`src/rtl/pal_macrocell_array.sv`:
```
`default_nettype none
// ============================================================================
// Module   : pal_macrocell_array
// Brief    : PAL fabric with registered/inverting macrocells and a
//            double-buffered serial configuration that commits atomically.
// Revision : 1.0
// ============================================================================
module pal_macrocell_array #(
    parameter int N = 8,
    parameter int M = 6,
    parameter int P = 18
) (
    input  logic         clk,
    input  logic         res_n,
    input  logic         run_en,
    input  logic         cfg_start,
    input  logic         cfg_en,
    input  logic         cfg_bit,
    input  logic [N-1:0] in_vars,
    output logic [M-1:0] out_vals,
    output logic         cfg_busy,
    output logic         cfg_done
);

    localparam int K  = N + M;
    localparam int A  = 2 * K * P;
    localparam int B  = A + P * M;
    localparam int L  = B + 2 * M;
    localparam int CW = $clog2(L + 1);
    localparam logic [CW-1:0] L_CNT = CW'(L);

    typedef enum logic [1:0] {
        ST_IDLE   = 2'd0,
        ST_LOAD   = 2'd1,
        ST_COMMIT = 2'd2
    } state_t;

    state_t        state_q, state_d;
    logic [CW-1:0] count_q, count_d;
    logic [CW-1:0] cnt_base, cnt_inc;
    logic [L-1:0]  shadow_q;
    logic [L-1:0]  active_q;
    logic [M-1:0]  mc_q;
    logic          done_q;
    logic          shift_en;
    logic          commit;

    logic [K-1:0]  lits;
    logic [P-1:0]  term;
    logic [M-1:0]  or_v;

    always_comb begin
        state_d  = state_q;
        count_d  = count_q;
        shift_en = 1'b0;
        commit   = 1'b0;
        cnt_base = cfg_start ? '0 : count_q;
        cnt_inc  = cnt_base + CW'(1);
        case (state_q)
            ST_IDLE, ST_LOAD: begin
                count_d = cnt_base;
                if (cfg_start) begin
                    state_d = ST_IDLE;
                end
                // A restart in the same cycle as a bit makes that bit bit 0.
                if (cfg_en) begin
                    shift_en = 1'b1;
                    count_d  = cnt_inc;
                    state_d  = (cnt_inc == L_CNT) ? ST_COMMIT : ST_LOAD;
                end
            end
            ST_COMMIT: begin
                commit  = 1'b1;
                count_d = '0;
                state_d = ST_IDLE;
            end
            default: begin
                state_d = ST_IDLE;
                count_d = '0;
            end
        endcase
    end

    always_ff @(posedge clk or negedge res_n) begin
        if (!res_n) begin
            state_q  <= ST_IDLE;
            count_q  <= '0;
            shadow_q <= '0;
            active_q <= '0;
            mc_q     <= '0;
            done_q   <= 1'b0;
        end else begin
            state_q <= state_d;
            count_q <= count_d;
            done_q  <= commit;
            if (shift_en) begin
                shadow_q <= {cfg_bit, shadow_q[L-1:1]};
            end
            if (commit) begin
                active_q <= shadow_q;
            end
            // Commit restarts every macrocell from a known zero state.
            if (commit) begin
                mc_q <= '0;
            end else if (run_en) begin
                mc_q <= or_v;
            end
        end
    end

    // Feedback always comes from the flops, so the AND plane has no loops.
    assign lits = {mc_q, in_vars};

    for (genvar p = 0; p < P; p++) begin : g_term
        logic [K-1:0] mask_t;
        logic [K-1:0] mask_c;
        for (genvar j = 0; j < K; j++) begin : g_lit
            assign mask_t[j] = active_q[p*2*K + 2*j];
            assign mask_c[j] = active_q[p*2*K + 2*j + 1];
        end
        assign term[p] = (|(mask_t | mask_c)) &
                         ~(|((mask_t & ~lits) | (mask_c & lits)));
    end

    for (genvar m = 0; m < M; m++) begin : g_mc
        assign or_v[m]     = |(term & active_q[A + m*P +: P]);
        assign out_vals[m] = (active_q[B + 2*m] ? mc_q[m] : or_v[m])
                             ^ active_q[B + 2*m + 1];
    end

    assign cfg_busy = (state_q != ST_IDLE);
    assign cfg_done = done_q;

endmodule
`default_nettype wire

```
`config.mk`:
```
export PLATFORM = sky130hd
export DESIGN_NAME = pal_macrocell_array
export DESIGN_NICKNAME = d
export VERILOG_FILES = /design/src/rtl/pal_macrocell_array.sv
export SDC_FILE = /design/constraint.sdc
export NUM_CORES = 2
export LEC_CHECK = 0
export CORE_ASPECT_RATIO = 1.4
export CORE_MARGIN = 3
export CORE_UTILIZATION = 35
export DETAILED_ROUTE_END_ITERATION = 8
export PLACE_DENSITY_LB_ADDON = 0.08
export RECOVER_POWER = 25
export SLEW_MARGIN = 10
export SYNTH_ARGS = -nofsm -noshare
export SYNTH_HDL_FRONTEND = slang
export SYNTH_SLANG_ARGS = --single-unit
```
`constraint.sdc`:
```
create_clock -name clk -period 2.5 [get_ports clk]
set_clock_uncertainty 0.15 [all_clocks]
set_input_delay 0.25 -clock clk [delete_from_list [all_inputs] [get_ports clk]]
set_output_delay 0.25 -clock clk [all_outputs]
set_load 0.005 [all_outputs]
```
Word level (Yosys, flattened, before mapping)
Cells that the tools add are included.

Add/subtract/negate cells: 1. Bitwise operators: 121. Equality and inequality tests: 4. Reduce and logical (&&, ||, !) cells: 46. Mux-type cells: 18.

Operator list (number): $and 14x14->14 (36); $or 14x14->14 (36); $reduce_or 14->1 (36); $and 18x18->18 (6); $reduce_or 18->1 (6); $mux 10 (3); $and 1x1->1 (18); $not 1->1 (18); $not 14->14 (1); $mux 6 (2); $add 10x1->10 const B (1); $eq 10x10->1 const B (1); $mux 1 (9); $mux 2 (4); $xor 1x1->1 (6); $reduce_bool 2->1 (2); $ne 3x3->1 const B (1); $eq 2x1->1 const B (1); $eq 2x2->1 const B (1); $logic_not 2->1 (1); $reduce_or 2->1 (1).

Word-level logic and storage cells: 196. Output and inout bits: 8. Flip-flop bits (word level): 1267. Input bits: 14.

Depth between registers and ports, before layout
Word-level depth: 10. Depth in mapped cells: 11. Mapped depth without buffers: 11.

Worst setup path after synthesis
No wires, ideal clock.

Kind: register to output. Start: reg mc_q[1]. End: out out_vals[0]. Stages on the path, launching flop included: 11. Data required time: 2.100 ns. Buffers on the path: 2. Slack: -0.064 ns. Arrival time: 2.164 ns. Cells stage by stage: dfrtp_1 -> buf_4 -> buf_4 -> mux2i_1 -> nand4_1 -> a211oi_1 -> and3_1 -> a22oi_1 -> and3_4 -> a41oi_2 -> xor2_1.

Cells in the longest elaborated chain, start to end: 10. Elaborated cells on any way between the ends: 113. Those cells by class: mux: 1; bitwise: 93; reduce/logical: 19.

RTL lines: start: declaration (RTL line 43) `logic [M-1:0] mc_q;`; start signal: assignment (RTL line 106) `mc_q <= or_v;`; $not 14->14 (RTL line 122) `~(|((mask_t & ~lits) | (mask_c & lits)));`; $and 14x14->14 (RTL line 122); $or 14x14->14 (RTL line 122); $reduce_or 14->1 (RTL line 122); $not 1->1 (RTL line 122); $and 1x1->1 (RTL line 121) `assign term[p] = (|(mask_t | mask_c)) &`; $and 18x18->18 * (RTL line 126) `assign or_v[m] = |(term & active_q[A + m*P +: P]);`; $reduce_or 18->1 * (RTL line 126); $mux 1 * (RTL line 127) `assign out_vals[m] = (active_q[B + 2*m] ? mc_q[m] : or_v[m])`; $xor 1x1->1 * (RTL line 128) `^ active_q[B + 2*m + 1];`; end: declaration (RTL line 20) `output logic [M-1:0] out_vals,`.

Mark *: on every way between the ends. The rest lies on a longest branch, timed or not.

Final worst setup path
Start: reg mc_q[1]. End: out out_vals[1].

Cells in the longest elaborated chain, start to end: 10. Elaborated cells on any way between the ends: 113. Those cells by class: mux: 1; bitwise: 93; reduce/logical: 19.

RTL lines (RTL line): $not 14->14 (122); $and 14x14->14 (122); $or 14x14->14 (122); $reduce_or 14->1 (122); $not 1->1 (122); $and 1x1->1 (121); $and 18x18->18 (126); $reduce_or 18->1 (126); $mux 1 * (127); $xor 1x1->1 * (128).

Marks and branches as above.

==> results_dict.tcl <==
set metrics [dict create \
    gp_congestion 0.8590 \
    yosysUniqueCellTypes 60 \
    numClockSinks 1267 \
    synth_area_leader_cell "dfrtp_1" \
    grt_max_degree 142 \
    endpoint_kind "output pin" \
    synthTopCellsByArea "dfrtp_1 60%, mux2_2 14%, nand2_1 14%" \
    firstDrtPassIters 5 \
    synth_cells 4789 \
    wire_per_inst_um 20.32 \
    clock_path_buffers 3 \
    p_leak_nw 35.98 \
    worstPathArrival_ns 3.61 \
    synth_top_area_share_pct 59.90 \
    setup_tns_ns -9.969 \
    p_per_area_nw_per_um2 647.5 \
    cpLargestDelayFamily "compound AO/OA/AOI/OAI gates" \
    cts_made_buffers 137 \
    fp.dieArea_sq_um 156000 \
    drt-initial-drc-count 2282 \
    hold_viol 0 \
    synth_ff_type "dfrtp_1" \
    syn2layout_area_growth_pct 27.59 \
    yosysWarnings 0 \
    final.min_clock_period_ns 4.012 \
    final_common_cell "nand2_1" \
    die_y_um 466.1 \
    status "finished, violations left" \
    finalCritPeriodShare_pct 160.5 \
    path_class "register to output pin" \
    syn_nets 4804 \
    dp_hpwl_mm 107.9 \
    layout-drive-gt1-share_pct 32.88 \
    antenna_found_initial 3 \
    avgSynthCellArea_sq_um 11.05 \
    overflow 0 \
    grt_usage_pct 20.05 \
    fmax_mhz 249.2 \
    ir_drop_uv 713.7 \
    route.detailed.drc 0 \
    synth-seq-area-share_pct 59.90 \
    cap_violations 0 \
    wirelength_mm 154.2 \
    worstPathCellList "buf_12 -> buf_12 -> mux2i_1 -> nand4_1 -> a2111oi_2 -> buf_4 -> nand4_1 -> o221ai_4 -> a2111oi_4 -> a41oi_2 -> xor2_1 -> buf_2" \
    critPathLaunchType "register" \
    initial_core_util_pct 35.27 \
    cts_tree "yes" \
    insertion_delay_ns 0.78 \
    async_reset_ff_share_pct 100.0 \
    violations "setup timing" \
    fin_ws_ns -1.512 \
    setup_violations 12 \
    fp.coreArea_sq_um 150100 \
    routed-via-count 36810 \
    nets 5540 \
    htreeDepth 4 \
    power_w 0.04373 \
    final_cell_mix "1902 x nand2_1, 1259 x dfrtp_1, 663 x buf_4, 645 x mux2_2, 177 x mux2i_1" \
    vias_per_cell 4.852 \
    crit_slowest_cell "dfrtp_2" \
    synth_area_sq_um 52930 \
    crit_required_ns 2.10 \
    grt_pass1_wl_mm 239.3 \
    relSlewSlack_pct 14.24 \
    ys_ff_latch 1267 \
    worstMarginPinSlew_ns 1.286 \
    hp-class "input port to register" \
    port_buffers 21 \
    ant_nets 0 \
    synth_edf_count 0 \
    slowest_delay_ns 0.41 \
    die_width_um 334.7 \
    pin_count 22 \
    rsz0062_at_grt "true" \
    cts-root-buf "clkbuf_16" \
    critPathBufInv 4 \
    fp-row-count 168 \
    slew_violations 0 \
    path_max_fanout 5 \
    clk_pin_slew_worst_paths_ns 0.06 \
    grt_pass1_vias 39270 \
]
==> flip-flops by register name (all words and copies together), names as in the netlist <==
| signal | flops |
|---|---|
| active_q | 624 |
| shadow_q | 624 |
| count_q | 10 |
| mc_q | 6 |
| state_q | 2 |
| cfg_done | 1 |
==> routing by layer <==
metal,track usage [%],share of wire [%],routed length [um],vias to the layer above
li1,-,-,-,17590
met1,24.91,43,65750,18550
met2,35.22,51,78650,456
met3,2.716,2.8,4271,220
met4,8.006,3.6,5508,0
met5,0,0,0,-
==> Yosys cell counts (16+ instances only) <==
library cell / number
nor2b_1: 26
buf_6: 16
clkbuf_1: 203
and4_1: 30
dfrtp_1: 1267
nor2_1: 25
mux2_2: 646
nand4_1: 84
nor4_1: 127
and3_1: 34
nor3_1: 16
mux2i_1: 199
nand2_1: 1908
nand3_1: 16
a211oi_1: 19
==> path summary, 6_finish.rpt <==
check / cells after the start / start / endpoint / slack, ns
max: 12 / mc_q[1] / out_vals[1] / -1.51
max in group asynchronous: 4 / res_n / active_q[426] / 0.12
min: 3 / cfg_start / count_q[9] / 0.17
min in group asynchronous: 3 / res_n / shadow_q[241] / 0.81
max reg2reg: 11 / mc_q[4] / mc_q[4] / -0.42
min reg2reg: 2 / shadow_q[0] / active_q[0] / 0.32
==> repair_timing <==
action                                 in CTS  in global routing
setup buffers                              24                 14
hold buffers                                3                  0
gates resized for setup                   145                 96
endpoints found under the hold margin    1059                  0
gates cloned                                1                  0
pin swaps                                  45                 49
setup endpoints to repair                  14                 14
==> kinds of logic (layout without fill, tap and decap cells) <==
family	after synthesis	count (layout)	share of synthesized area, %
buffers and inverters	254	1095	2.109
muxes	851	851	17.66
and+or+nand+nor	2296	2296	18.15
xor gates and xnor gates	17	17	0.2813
AOI/OAI and AO/OA	103	103	1.879
other	0	1	0
adders and majority gates	1	1	0.02363
DFF	1267	1267	59.90
==> report_power, final <==
group          total (W)  switching, W  internal [W]  leakage, nW
registers         0.0210      0.000226        0.0207         17.6
logic            0.00194       0.00113      0.000805         16.1
clock network     0.0208       0.00854        0.0123         2.27
==> cell type report <==
| cell class | count | area (sq um) |
|---|---|---|
| clock buffer | 208 | 4195 |
| tap | 1955 | 2446 |
| antenna | 1 | 2.502 |
| fill | 14280 | 82550 |
| clock inverter | 36 | 414.1 |
| multi-input combinational | 3268 | 21110 |
| timing repair buffer | 840 | 7605 |
| sequential | 1267 | 31720 |
| inverter | 11 | 48.80 |
==> per-stage QoR <==
stage	worst slack, ns	area (sq um)	util [%]	instances	hold WS, ns
2_1_floorplan	-0.02007	52980	-	4789	-0.1956
5_1_grt	-1.656	67540	45.00	7586	0.1729
3_3_place_gp	-1.711	61700	41.11	7305	0.05968
3_5_place_dp	-1.723	61700	41.11	7305	0.06355
4_1_cts	-1.631	67180	44.76	7574	0.06385
6_report	-1.512	67540	45.00	7586	0.1685
==> tightest hold or removal path, stage by stage <==
cell	delay, ns
clkdlybuf4s50_1	0.58
buf_4	0.17
nor3_1	0.05
Note: power is estimated with default switching activity, not from simulation.
